<file path="config.mk">
export PLATFORM = sky130hd
export DESIGN_NAME = systolic_array_ctrl_flat
export DESIGN_NICKNAME = d
export VERILOG_FILES = /design/src/rtl/sa_ctrl_pkg.sv /design/src/rtl/systolic_array_ctrl_if.sv /design/src/rtl/sa_operand_buffer.sv /design/src/rtl/systolic_array_ctrl.sv /design/src/flat_wrapper.sv
export SDC_FILE = /design/constraint.sdc
export NUM_CORES = 1
export LEC_CHECK = 0
export ABC_AREA = 1
export CAP_MARGIN = 10
export CORE_UTILIZATION = 62
export CTS_BUF_LIST = sky130_fd_sc_hd__clkbuf_4
export DETAILED_ROUTE_END_ITERATION = 12
export PLACE_DENSITY_LB_ADDON = 0.15
export REMOVE_ABC_BUFFERS = 1
export SLEW_MARGIN = 20
export SYNTH_ARGS = -nofsm -noshare
export SYNTH_HDL_FRONTEND = slang
export SYNTH_HIERARCHICAL = 1
export SYNTH_SLANG_ARGS = --single-unit
</file>
<file path="constraint.sdc">
create_clock -name CLK -period 5 [get_ports CLK]
set_input_delay 1.5 -clock CLK [delete_from_list [all_inputs] [get_ports CLK]]
set_output_delay 1.5 -clock CLK [all_outputs]
set_load 0.05 [all_outputs]
</file>
<file path="src/rtl/sa_ctrl_pkg.sv">
// rtl/sa_ctrl_pkg.sv - shared types and defaults for the systolic array sequencer
// Purpose: FSM state encoding, default dimensions, address width and the
//          row/col-to-index helper used by the controller, its interfaces and
//          the operand buffer.
// Ports:   none (package).
package sa_ctrl_pkg;

  localparam int SA_N         = 4;
  localparam int SA_DATAWIDTH = 8;
  localparam int SA_DRAIN_MAX = 16;
  localparam int SA_ADDR_W    = 4;

  typedef enum logic [2:0] {
    ST_IDLE  = 3'd0,
    ST_CLEAR = 3'd1,
    ST_FEED  = 3'd2,
    ST_DRAIN = 3'd3,
    ST_DONE  = 3'd4
  } state_e;

  // Flat index of a 4x4 tile element, row-major (row*4+col).
  function automatic logic [SA_ADDR_W-1:0] sa_idx(input logic [1:0] row, input logic [1:0] col);
    return {row, col};
  endfunction

endpackage

</file>
<file path="src/rtl/systolic_array_ctrl_if.sv">
// rtl/systolic_array_ctrl_if.sv - host-side and array-side interfaces of the sequencer
// Purpose: sa_host_if bundles operand writes, job control and result reads;
//          sa_array_if bundles the enumerated ports of one 4x4 Systolic_Array.
// Ports:   sa_host_if  master = host/DMA, slave = controller.
//          sa_array_if master = controller, slave = array.
interface sa_host_if import sa_ctrl_pkg::*; #(
  parameter int DATAWIDTH = SA_DATAWIDTH
) ();
  logic                   wr_en;
  logic                   wr_sel;
  logic [SA_ADDR_W-1:0]   wr_addr;
  logic [DATAWIDTH-1:0]   wr_data;
  logic                   go;
  logic                   busy;
  logic                   done;
  logic                   err;
  logic [SA_ADDR_W-1:0]   rd_addr;
  logic [2*DATAWIDTH-1:0] rd_data;

  modport master (output wr_en, wr_sel, wr_addr, wr_data, go, rd_addr,
                  input  busy, done, err, rd_data);
  modport slave  (input  wr_en, wr_sel, wr_addr, wr_data, go, rd_addr,
                  output busy, done, err, rd_data);
endinterface

interface sa_array_if import sa_ctrl_pkg::*; #(
  parameter int DATAWIDTH = SA_DATAWIDTH
) ();
  logic                   sa_RSTn;
  logic                   sa_start;
  logic [DATAWIDTH-1:0]   sa_A0, sa_A1, sa_A2, sa_A3;
  logic [DATAWIDTH-1:0]   sa_B0, sa_B1, sa_B2, sa_B3;
  logic [2*DATAWIDTH-1:0] sa_P11, sa_P12, sa_P13, sa_P14;
  logic [2*DATAWIDTH-1:0] sa_P21, sa_P22, sa_P23, sa_P24;
  logic [2*DATAWIDTH-1:0] sa_P31, sa_P32, sa_P33, sa_P34;
  logic [2*DATAWIDTH-1:0] sa_P41, sa_P42, sa_P43, sa_P44;
  logic                   sa_done;

  modport master (output sa_RSTn, sa_start, sa_A0, sa_A1, sa_A2, sa_A3,
                         sa_B0, sa_B1, sa_B2, sa_B3,
                  input  sa_P11, sa_P12, sa_P13, sa_P14, sa_P21, sa_P22, sa_P23, sa_P24,
                         sa_P31, sa_P32, sa_P33, sa_P34, sa_P41, sa_P42, sa_P43, sa_P44,
                         sa_done);
  modport slave  (input  sa_RSTn, sa_start, sa_A0, sa_A1, sa_A2, sa_A3,
                         sa_B0, sa_B1, sa_B2, sa_B3,
                  output sa_P11, sa_P12, sa_P13, sa_P14, sa_P21, sa_P22, sa_P23, sa_P24,
                         sa_P31, sa_P32, sa_P33, sa_P34, sa_P41, sa_P42, sa_P43, sa_P44,
                         sa_done);
endinterface

</file>
<file path="src/rtl/sa_operand_buffer.sv">
// rtl/sa_operand_buffer.sv - A and B operand tiles with host write and column/row read
// Purpose: two 16-entry register files. The read port returns column k of A
//          and row k of B for the feed index k.
// Ports:   CLK, RSTn (sync, active-low, clears both tiles);
//          wr_en_i/wr_sel_i/wr_addr_i/wr_data_i host write (sel 0 = A, 1 = B);
//          rd_k_i feed index; a_col_o[i] = A[i][k]; b_row_o[j] = B[k][j].
module sa_operand_buffer import sa_ctrl_pkg::*; #(
  parameter int DATAWIDTH = SA_DATAWIDTH
) (
  input  logic                 CLK,
  input  logic                 RSTn,
  input  logic                 wr_en_i,
  input  logic                 wr_sel_i,
  input  logic [SA_ADDR_W-1:0] wr_addr_i,
  input  logic [DATAWIDTH-1:0] wr_data_i,
  input  logic [1:0]           rd_k_i,
  output logic [DATAWIDTH-1:0] a_col_o [4],
  output logic [DATAWIDTH-1:0] b_row_o [4]
);

  logic [DATAWIDTH-1:0] mem_a_q [16];
  logic [DATAWIDTH-1:0] mem_b_q [16];

  always_ff @(posedge CLK) begin
    if (!RSTn) begin
      mem_a_q <= '{default: '0};
      mem_b_q <= '{default: '0};
    end else if (wr_en_i) begin
      if (wr_sel_i) mem_b_q[wr_addr_i] <= wr_data_i;
      else          mem_a_q[wr_addr_i] <= wr_data_i;
    end
  end

  always_comb begin
    for (int i = 0; i < 4; i++) begin
      a_col_o[i] = mem_a_q[sa_idx(2'(i), rd_k_i)];
      b_row_o[i] = mem_b_q[sa_idx(rd_k_i, 2'(i))];
    end
  end

endmodule

</file>
<file path="src/rtl/systolic_array_ctrl.sv">
// rtl/systolic_array_ctrl.sv - job sequencer for one 4x4 Systolic_Array
// Purpose: clear the array, stream unskewed A columns / B rows for N cycles,
//          wait for the array's done (bounded by DRAIN_MAX), capture all 16
//          products into a result bank and pulse done.
// Ports:   CLK, RSTn (sync, active-low);
//          host (sa_host_if.slave): operand writes, go, busy/done/err, result read;
//          sa   (sa_array_if.master): array reset/start, operands, products, done.
module systolic_array_ctrl import sa_ctrl_pkg::*; #(
  parameter int DATAWIDTH = SA_DATAWIDTH,
  parameter int N         = SA_N,
  parameter int DRAIN_MAX = SA_DRAIN_MAX
) (
  input  logic       CLK,
  input  logic       RSTn,
  sa_host_if.slave   host,
  sa_array_if.master sa
);

  localparam int CW = $clog2(DRAIN_MAX + 1);

  state_e                 state_q, state_d;
  logic [CW-1:0]          cnt_q, cnt_d;
  logic                   busy_q, busy_d, done_q, done_d, err_q, err_d;
  logic                   sa_rstn_q, sa_rstn_d, start_q, start_d;
  logic [DATAWIDTH-1:0]   a_q [4], a_d [4], b_q [4], b_d [4];
  logic [DATAWIDTH-1:0]   a_col [4], b_row [4];
  logic [2*DATAWIDTH-1:0] bank_q [16];
  logic [2*DATAWIDTH-1:0] p_w [16];
  logic                   feed_last, drain_timeout;

  // Writes are only honoured while idle; busy_q is the registered busy output.
  sa_operand_buffer #(.DATAWIDTH(DATAWIDTH)) u_buf (
    .CLK       (CLK),
    .RSTn      (RSTn),
    .wr_en_i   (host.wr_en && !busy_q),
    .wr_sel_i  (host.wr_sel),
    .wr_addr_i (host.wr_addr),
    .wr_data_i (host.wr_data),
    .rd_k_i    (cnt_d[1:0]),
    .a_col_o   (a_col),
    .b_row_o   (b_row)
  );

  assign p_w = '{sa.sa_P11, sa.sa_P12, sa.sa_P13, sa.sa_P14,
                 sa.sa_P21, sa.sa_P22, sa.sa_P23, sa.sa_P24,
                 sa.sa_P31, sa.sa_P32, sa.sa_P33, sa.sa_P34,
                 sa.sa_P41, sa.sa_P42, sa.sa_P43, sa.sa_P44};

  // One counter serves as feed index in FEED and drain count in DRAIN.
  assign feed_last     = (cnt_q == CW'(N - 1));
  assign drain_timeout = (cnt_q == CW'(DRAIN_MAX - 1));

  always_ff @(posedge CLK) begin
    if (!RSTn) begin
      state_q   <= ST_IDLE;
      cnt_q     <= '0;
      busy_q    <= 1'b0;
      done_q    <= 1'b0;
      err_q     <= 1'b0;
      sa_rstn_q <= 1'b0;
      start_q   <= 1'b0;
      a_q       <= '{default: '0};
      b_q       <= '{default: '0};
    end else begin
      state_q   <= state_d;
      cnt_q     <= cnt_d;
      busy_q    <= busy_d;
      done_q    <= done_d;
      err_q     <= err_d;
      sa_rstn_q <= sa_rstn_d;
      start_q   <= start_d;
      a_q       <= a_d;
      b_q       <= b_d;
    end
  end

  always_comb begin
    state_d = state_q;
    cnt_d   = '0;
    case (state_q)
      ST_IDLE:  if (host.go) state_d = ST_CLEAR;
      ST_CLEAR: state_d = ST_FEED;
      ST_FEED: begin
        if (feed_last) state_d = ST_DRAIN;
        else           cnt_d   = cnt_q + 1'b1;
      end
      ST_DRAIN: begin
        if (sa.sa_done)         state_d = ST_DONE;
        else if (drain_timeout) state_d = ST_IDLE;
        else                    cnt_d   = cnt_q + 1'b1;
      end
      ST_DONE:  state_d = ST_IDLE;
      default:  state_d = ST_IDLE;
    endcase
  end

  // Outputs are registered, so they are derived from the next state.
  always_comb begin
    busy_d    = (state_d != ST_IDLE);
    done_d    = (state_d == ST_DONE);
    start_d   = (state_d == ST_FEED) || (state_d == ST_DRAIN);
    sa_rstn_d = (state_d != ST_CLEAR);
    err_d     = err_q;
    if (state_q == ST_IDLE && host.go) err_d = 1'b0;
    if (state_q == ST_DRAIN && !sa.sa_done && drain_timeout) err_d = 1'b1;
    for (int i = 0; i < 4; i++) begin
      a_d[i] = (state_d == ST_FEED) ? a_col[i] : '0;
      b_d[i] = (state_d == ST_FEED) ? b_row[i] : '0;
    end
  end

  always_ff @(posedge CLK) begin
    if (!RSTn)                                 bank_q <= '{default: '0};
    else if (state_q == ST_DRAIN && sa.sa_done) bank_q <= p_w;
  end

  assign host.busy    = busy_q;
  assign host.done    = done_q;
  assign host.err     = err_q;
  assign host.rd_data = bank_q[host.rd_addr];

  assign sa.sa_RSTn  = sa_rstn_q;
  assign sa.sa_start = start_q;
  assign sa.sa_A0 = a_q[0];
  assign sa.sa_A1 = a_q[1];
  assign sa.sa_A2 = a_q[2];
  assign sa.sa_A3 = a_q[3];
  assign sa.sa_B0 = b_q[0];
  assign sa.sa_B1 = b_q[1];
  assign sa.sa_B2 = b_q[2];
  assign sa.sa_B3 = b_q[3];

endmodule

</file>
<file path="src/flat_wrapper.sv">
// flat-port wrapper written by rule: the top's interface ports become plain ports
module systolic_array_ctrl_flat import sa_ctrl_pkg::*;
#(
  parameter int DATAWIDTH = SA_DATAWIDTH,
  parameter int N         = SA_N,
  parameter int DRAIN_MAX = SA_DRAIN_MAX
)
  (CLK, RSTn, host_wr_en, host_wr_sel, host_wr_addr, host_wr_data, host_go, host_rd_addr, host_busy, host_done, host_err, host_rd_data, sa_sa_RSTn, sa_sa_start, sa_sa_A0, sa_sa_A1, sa_sa_A2, sa_sa_A3, sa_sa_B0, sa_sa_B1, sa_sa_B2, sa_sa_B3, sa_sa_P11, sa_sa_P12, sa_sa_P13, sa_sa_P14, sa_sa_P21, sa_sa_P22, sa_sa_P23, sa_sa_P24, sa_sa_P31, sa_sa_P32, sa_sa_P33, sa_sa_P34, sa_sa_P41, sa_sa_P42, sa_sa_P43, sa_sa_P44, sa_sa_done);
  sa_host_if #(.DATAWIDTH(DATAWIDTH)) host_i ();
  sa_array_if #(.DATAWIDTH(DATAWIDTH)) sa_i ();
  input  logic CLK;
  input  logic RSTn;
  input wire logic [$bits(host_i.wr_en)-1:0] host_wr_en;
  input wire logic [$bits(host_i.wr_sel)-1:0] host_wr_sel;
  input wire logic [$bits(host_i.wr_addr)-1:0] host_wr_addr;
  input wire logic [$bits(host_i.wr_data)-1:0] host_wr_data;
  input wire logic [$bits(host_i.go)-1:0] host_go;
  input wire logic [$bits(host_i.rd_addr)-1:0] host_rd_addr;
  output wire logic [$bits(host_i.busy)-1:0] host_busy;
  output wire logic [$bits(host_i.done)-1:0] host_done;
  output wire logic [$bits(host_i.err)-1:0] host_err;
  output wire logic [$bits(host_i.rd_data)-1:0] host_rd_data;
  output wire logic [$bits(sa_i.sa_RSTn)-1:0] sa_sa_RSTn;
  output wire logic [$bits(sa_i.sa_start)-1:0] sa_sa_start;
  output wire logic [$bits(sa_i.sa_A0)-1:0] sa_sa_A0;
  output wire logic [$bits(sa_i.sa_A1)-1:0] sa_sa_A1;
  output wire logic [$bits(sa_i.sa_A2)-1:0] sa_sa_A2;
  output wire logic [$bits(sa_i.sa_A3)-1:0] sa_sa_A3;
  output wire logic [$bits(sa_i.sa_B0)-1:0] sa_sa_B0;
  output wire logic [$bits(sa_i.sa_B1)-1:0] sa_sa_B1;
  output wire logic [$bits(sa_i.sa_B2)-1:0] sa_sa_B2;
  output wire logic [$bits(sa_i.sa_B3)-1:0] sa_sa_B3;
  input wire logic [$bits(sa_i.sa_P11)-1:0] sa_sa_P11;
  input wire logic [$bits(sa_i.sa_P12)-1:0] sa_sa_P12;
  input wire logic [$bits(sa_i.sa_P13)-1:0] sa_sa_P13;
  input wire logic [$bits(sa_i.sa_P14)-1:0] sa_sa_P14;
  input wire logic [$bits(sa_i.sa_P21)-1:0] sa_sa_P21;
  input wire logic [$bits(sa_i.sa_P22)-1:0] sa_sa_P22;
  input wire logic [$bits(sa_i.sa_P23)-1:0] sa_sa_P23;
  input wire logic [$bits(sa_i.sa_P24)-1:0] sa_sa_P24;
  input wire logic [$bits(sa_i.sa_P31)-1:0] sa_sa_P31;
  input wire logic [$bits(sa_i.sa_P32)-1:0] sa_sa_P32;
  input wire logic [$bits(sa_i.sa_P33)-1:0] sa_sa_P33;
  input wire logic [$bits(sa_i.sa_P34)-1:0] sa_sa_P34;
  input wire logic [$bits(sa_i.sa_P41)-1:0] sa_sa_P41;
  input wire logic [$bits(sa_i.sa_P42)-1:0] sa_sa_P42;
  input wire logic [$bits(sa_i.sa_P43)-1:0] sa_sa_P43;
  input wire logic [$bits(sa_i.sa_P44)-1:0] sa_sa_P44;
  input wire logic [$bits(sa_i.sa_done)-1:0] sa_sa_done;
  assign host_i.wr_en = host_wr_en;
  assign host_i.wr_sel = host_wr_sel;
  assign host_i.wr_addr = host_wr_addr;
  assign host_i.wr_data = host_wr_data;
  assign host_i.go = host_go;
  assign host_i.rd_addr = host_rd_addr;
  assign host_busy = host_i.busy;
  assign host_done = host_i.done;
  assign host_err = host_i.err;
  assign host_rd_data = host_i.rd_data;
  assign sa_sa_RSTn = sa_i.sa_RSTn;
  assign sa_sa_start = sa_i.sa_start;
  assign sa_sa_A0 = sa_i.sa_A0;
  assign sa_sa_A1 = sa_i.sa_A1;
  assign sa_sa_A2 = sa_i.sa_A2;
  assign sa_sa_A3 = sa_i.sa_A3;
  assign sa_sa_B0 = sa_i.sa_B0;
  assign sa_sa_B1 = sa_i.sa_B1;
  assign sa_sa_B2 = sa_i.sa_B2;
  assign sa_sa_B3 = sa_i.sa_B3;
  assign sa_i.sa_P11 = sa_sa_P11;
  assign sa_i.sa_P12 = sa_sa_P12;
  assign sa_i.sa_P13 = sa_sa_P13;
  assign sa_i.sa_P14 = sa_sa_P14;
  assign sa_i.sa_P21 = sa_sa_P21;
  assign sa_i.sa_P22 = sa_sa_P22;
  assign sa_i.sa_P23 = sa_sa_P23;
  assign sa_i.sa_P24 = sa_sa_P24;
  assign sa_i.sa_P31 = sa_sa_P31;
  assign sa_i.sa_P32 = sa_sa_P32;
  assign sa_i.sa_P33 = sa_sa_P33;
  assign sa_i.sa_P34 = sa_sa_P34;
  assign sa_i.sa_P41 = sa_sa_P41;
  assign sa_i.sa_P42 = sa_sa_P42;
  assign sa_i.sa_P43 = sa_sa_P43;
  assign sa_i.sa_P44 = sa_sa_P44;
  assign sa_i.sa_done = sa_sa_done;
  systolic_array_ctrl #(.DATAWIDTH(DATAWIDTH), .N(N), .DRAIN_MAX(DRAIN_MAX)) u_core (.CLK(CLK), .RSTn(RSTn), .host(host_i), .sa(sa_i));
endmodule
</file>
Yosys cells after proc, flatten, opt, wreduce, memory -nomap -nowiden
Cells that the tools add are included.

Bits in writable memories: 0. Bits in read-only memories: 0. Bits in latches: 0. Output and inout bits: 85. Flip-flop bits (word level): 589. Word-level logic and storage cells: 152. Memories: 0.

Mux-type cells: 42. Equal/unequal tests: 9. Bitwise gates (word level): 11. Add/sub/neg operators: 1. Multiply operators: 0. $lt $le $gt $ge: 11. Div/mod/pow operators: 0. Reductions and logical operators: 15. Shifts and indexed selects: 0.

Operators with widths (count): $bmux W8 S4 (8); $bwmux W128 (2); $mux W8 (17); $bmux W16 S4 (1); $ge A5 B5 Y1 const B (10); $not A4 Y5 (8); $demux W8 S4 (1); $mux W16 (2); $mux W5 (3); $eq A3 B2 Y1 const B (4); $mux W3 (4); $pmux W3 S4 (1); $pmux W5 S2 (1); $logic_and A1 B1 Y1 (6); $reduce_and A2 Y1 (3); $add A5 B1 Y5 const B (1); $eq A5 B2 Y1 const B (1); $eq A5 B4 Y1 const B (1); $lt A5 B1 Y1 const B (1); $not A2 Y5 (1); $not A3 Y5 (1); $eq A3 B1 Y1 const B (1); $eq A3 B3 Y1 const B (1); $logic_not A3 Y1 (1); other kinds (7) (9).

Logic depth before layout (Yosys ltp)
Depth after elaboration: 8. Mapped depth: 17. Mapped depth without buffers: 15.

Modules after synthesis
The synthesis kept the hierarchy.

By module, submodules not included: systolic_array_ctrl (times used 1, cells each 1881, area an instance 13957.1 um^2); sa_operand_buffer (times used 1, cells each 2153, area an instance 12912.4 um^2).

Least setup slack after synthesis
OpenSTA, ideal clock, no wires.

Kind: input-to-output. Start point: input port host_rd_addr[1]. End point: output port host_rd_data[6]. Stages on the path: 7. Data required time: 3500 ps. Arrival: 2696 ps. Slack: 804 ps. Cells stage by stage: buf_2 buf_2 buf_1 o211ai_1 nand3_1 nand3_1 nand2_1.

Longest elaborated chain between the ends: 4.

Ends and longest elaborated chain: start: declaration (RTL line flat_wrapper.sv:18) `input wire logic [$bits(host_i.rd_addr)-1:0] host_rd_addr;`; $not A4 Y5 (not written as such) (RTL line systolic_array_ctrl.sv:120) `assign host.rd_data = bank_q[host.rd_addr];`; $bmux W16 S4 (RTL line systolic_array_ctrl.sv:120); $mux W16 (not written as such) (2 in series) (RTL line systolic_array_ctrl.sv:120); end: declaration (RTL line flat_wrapper.sv:22) `output wire logic [$bits(host_i.rd_data)-1:0] host_rd_data;`.

Every way passes these cells. The select of a mux whose other input is x is not followed.

Worst setup path in the final report
Start point: input port host_rd_addr[2]. End point: output port host_rd_data[4].

The elaborated chain is that of the path after synthesis.

==> metrics.md <==
| Metric | Value |
|---|---|
| Vias | `26470` |
| CP Data Arrival Time | `3090 ps` |
| Max-Cap Viols | `0` |
| Die Wd | `210.2 um` |
| Post-CTS Resized | `0` |
| Clock Sinks | `589` |
| GR Overflow Total | `0` |
| Cell chosen for the clock root | `clkbuf_4` |
| Leak | `13.96 nW` |
| DR WL/cell | `15.53 um` |
| Final Setup Violations | `0` |
| Post-synth top cells | `nand2_1 (879), inv_1 (627), dfxtp_1 (589)` |
| VDD IR max | `0.1887 mV` |
| Hold Path Sink | `u_core/bank_q[199]$_SDFFE_PN0P_` |
| Worst-margin pin slew | `1090 ps` |
| Cells after DPL | `4736` |
| Ys async rst share | `0%` |
| Vias in the first global route | `24050` |
| Clk buf depth | `3` |
| Crit-path slowest cell | `clkdlybuf4s50_1` |
| Final hold viol count | `0` |
| Crit path max fanout | `32` |
| F_max | `217.7 MHz` |
| Hold Crit Class | `flop to flop` |
| Share of layout cells above drive strength 1 | `7.938%` |
| Reg-to-Reg Start | `u_core/cnt_q[0]$_SDFF_PN0_` |
| Reg-to-reg endpoint | `u_core/sa.sa_A3[7]$_SDFF_PN0_` |
| Post-Synthesis Cell Area | `26870 um2` |
| Filler cell count | `3310` |
| Crit path kind | `input pin to output port` |
| Crit path time final | `4593 ps` |
| Worst Hold Slack | `450.0 ps` |
| PortBufs | `362` |
| Status | `completed` |
| Hold Crit Start | `u_core/bank_q[199]$_SDFFE_PN0P_` |
| Synth Area in Compound Gates | `15.53%` |
| Stages on worst setup path | `6` |
| Dpl cell area | `30730 um2` |
| H-tree levels | `4` |
| Initial antenna violation count | `10` |
| FF-to-FF setup slack | `2110 ps` |
| Die area | `44170 um2` |
| First-pass GRT wire length | `122000 um` |
| CP delay by family, top | `buffers and inverters` |
| Post-synth top area share | `43.88%` |
| Synth Instances | `4034` |
| Most common cell in the synthesized netlist | `nand2_1` |
| DP HPWL | `48390 um` |
| Number of synthesized register bits | `589` |
| GRT Total Usage | `34.58%` |
| Post-route design area | `32540 um2` |
| Seq/Total Area, Yosys | `43.88%` |
| Initial core utilization | `63.49%` |
| Yosys warning total | `6` |
| Pwr/cell area | `305.5 nW/um2` |
| CP Capture Type | `output port` |
| Io pins | `363` |
| Vias per inst | `5.302` |
| RSZ-0062 raised after global routing | `false` |
| DRT antenna net count | `0` |
| Worst endpoint required time | `3500 ps` |
| CP startpoint kind | `input pin` |
| GP Congestion | `0.8512` |
| Non-filler cells, final | `4993` |
| Top cell by count, worst path | `nand3_1` |
| Area contributors post-synth | `dfxtp_1 (44%), nand2_1 (12%), inv_1 (8.8%), a21oi_1 (7.6%), nand3_1 (6.9%)` |
| Iter 0 DRT Violations | `2477` |
| Top cell type by total area after synthesis | `dfxtp_1` |
| Post-Synth Adder-Cell Area | `0.1397%` |
| Crit share post-route | `91.86%` |
| Distinct cell type count of the synthesized netlist | `27` |
| Synth Area in XOR/XNOR | `0.06519%` |
| DRC viols | `0` |
| TritonCTS clock tree | `built` |
| Core area | `42320 um2` |
| Final wirelength | `77530 um` |
| Final Skew | `45.52 ps` |
| Main combinational cell family by area after synthesis | `simple AND/OR/NAND/NOR gates` |
| Post CTS Setup Buffer Count | `0` |
| Cts-stage hold buffer count | `0` |
| Clock Latency Late Sink | `860 ps` |
| Max Slew Vio Count | `0` |
| Area Overhead vs Synth | `21.10%` |
| Post-synth EDFFs | `0` |
| Reg2reg path depth | `14` |
| Die Ht | `210.2 um` |
| Nets | `4594` |
| WHS Path Cells | `2` |
| Main synth FF type | `dfxtp_1` |
| Rel. slew slack | `27.33%` |
| Synth Area in Simple Gates | `26.64%` |
| Drt first pass iters | `6` |
| Max stage delay on crit path | `500 ps` |
| Crit path cell chain | `clkdlybuf4s50_1, buf_4, nand3_1, nand3_1, nand2_1, buf_12` |
| Clock-pin slew on the worst setup and hold paths | `60 ps` |
| Rows | `75` |
| Avg Cell Area, Syn | `6.661 um2` |
| Post-synthesis mux area share | `0%` |
| CTS Buf Count | `152` |
| Buf/Inv on CP | `3` |
| Largest net degree at the start of global routing | `282` |
flip-flops by register name (all words and copies together), names as in the netlist:
name                  count
u_core/bank_q           256
u_core/u_buf/mem_a_q    128
u_core/u_buf/mem_b_q    128
u_core/sa.sa_A0           8
u_core/sa.sa_A1           8
u_core/sa.sa_A2           8
u_core/sa.sa_A3           8
u_core/sa.sa_B0           8
u_core/sa.sa_B1           8
u_core/sa.sa_B2           8
u_core/sa.sa_B3           8
u_core/cnt_q              5
u_core/state_q            3
u_core/host.busy          1
u_core/host.done          1
u_core/host.err           1
u_core/sa.sa_RSTn         1
u_core/sa.sa_start        1
stage by stage:
stage                     TNS, ps  power (W)  setup WS, ps  utilization, %
after floorplan           -880190   0.005446         -4867               -
after global placement          0   0.006079         451.4           72.60
after detailed placement        0   0.006091         449.4           72.60
after CTS                       0   0.009998         440.6           76.84
after global routing            0    0.01036         370.8           76.88
final                           0   0.009940         407.1           76.88
layout by cell type, fill, tap and decap left out, types with 36 or more instances in the layout:
master / synthesis / routed
nand2_1: 879 / 879
inv_1: 627 / 624
dfxtp_1: 589 / 589
a21oi_1: 407 / 406
nor2_1: 396 / 395
nand3_1: 368 / 367
clkdlybuf4s50_1: 0 / 343
o21ai_0: 275 / 275
clkbuf_4: 0 / 228
o211ai_1: 60 / 60
o21ai_1: 50 / 50
buf_4: 5 / 39
nor3_1: 36 / 36
area by class of cell:
cell class | instances | area [um2] | share of cell area [%]
Tap cell | 577 | 721.9 | 2.219
Clock inverter | 22 | 83.83 | 0.2576
Inverter | 631 | 2370 | 7.283
Multi-Input combinational cell | 2522 | 11440 | 35.17
Sequential cell | 589 | 11790 | 36.24
Antenna cell | 7 | 17.52 | 0.05383
Timing Repair Buffer | 417 | 4398 | 13.52
Clock buffer | 228 | 1712 | 5.260
layer usage:
metal,part of all wire [%],track usage [%],vias to the layer above
met1,41,43.83,11790
met2,47,55.77,1223
met5,0.054,0,-
li1,-,-,13260
met4,3.5,17.62,6
met3,8.8,7.166,200
cells by family (layout without fill, tap and decap cells):
kind of cell               after synthesis  in the layout
AOI/OAI and AO/OA                      801            801
xor gates and xnor gates                 2              2
adders and majority gates                3              3
buffers and inverters                  923           1298
DFF                                    589            589
other                                    0              7
and+or+nand+nor                       1716           1716
worst max-delay path by stage:
stage | startpoint | endpoint
final | host_rd_addr[2] | host_rd_data[4]
after global routing | host_rd_addr[2] | host_rd_data[12]
after CTS | host_rd_addr[2] | host_rd_data[12]
after detailed placement | host_rd_addr[2] | host_rd_data[12]
after global placement | host_rd_addr[2] | host_rd_data[12]
after floorplan | sa_sa_done | u_core/sa.sa_A0[7]$_SDFF_PN0_
where the power goes:
part	switching (W)	internal [W]	total, W	leakage [nW]
logic	0.000756	0.000480	0.00124	8.12
clock network	0.00188	0.00205	0.00393	1.09
registers	0.0000211	0.00475	0.00477	4.75
total	0.00265	0.00729	0.00994	14.0
worst register-to-register path: cells and delay by family, from the launching register on:
kind                       cells  cell delay, ps
and+or+nand+nor                5             760
AOI/OAI and AO/OA              3             640
buffers and inverters          4             610
adders and majority gates      2             440
DFF                            1             350
No activity file was read; power rests on OpenSTA's default activity.
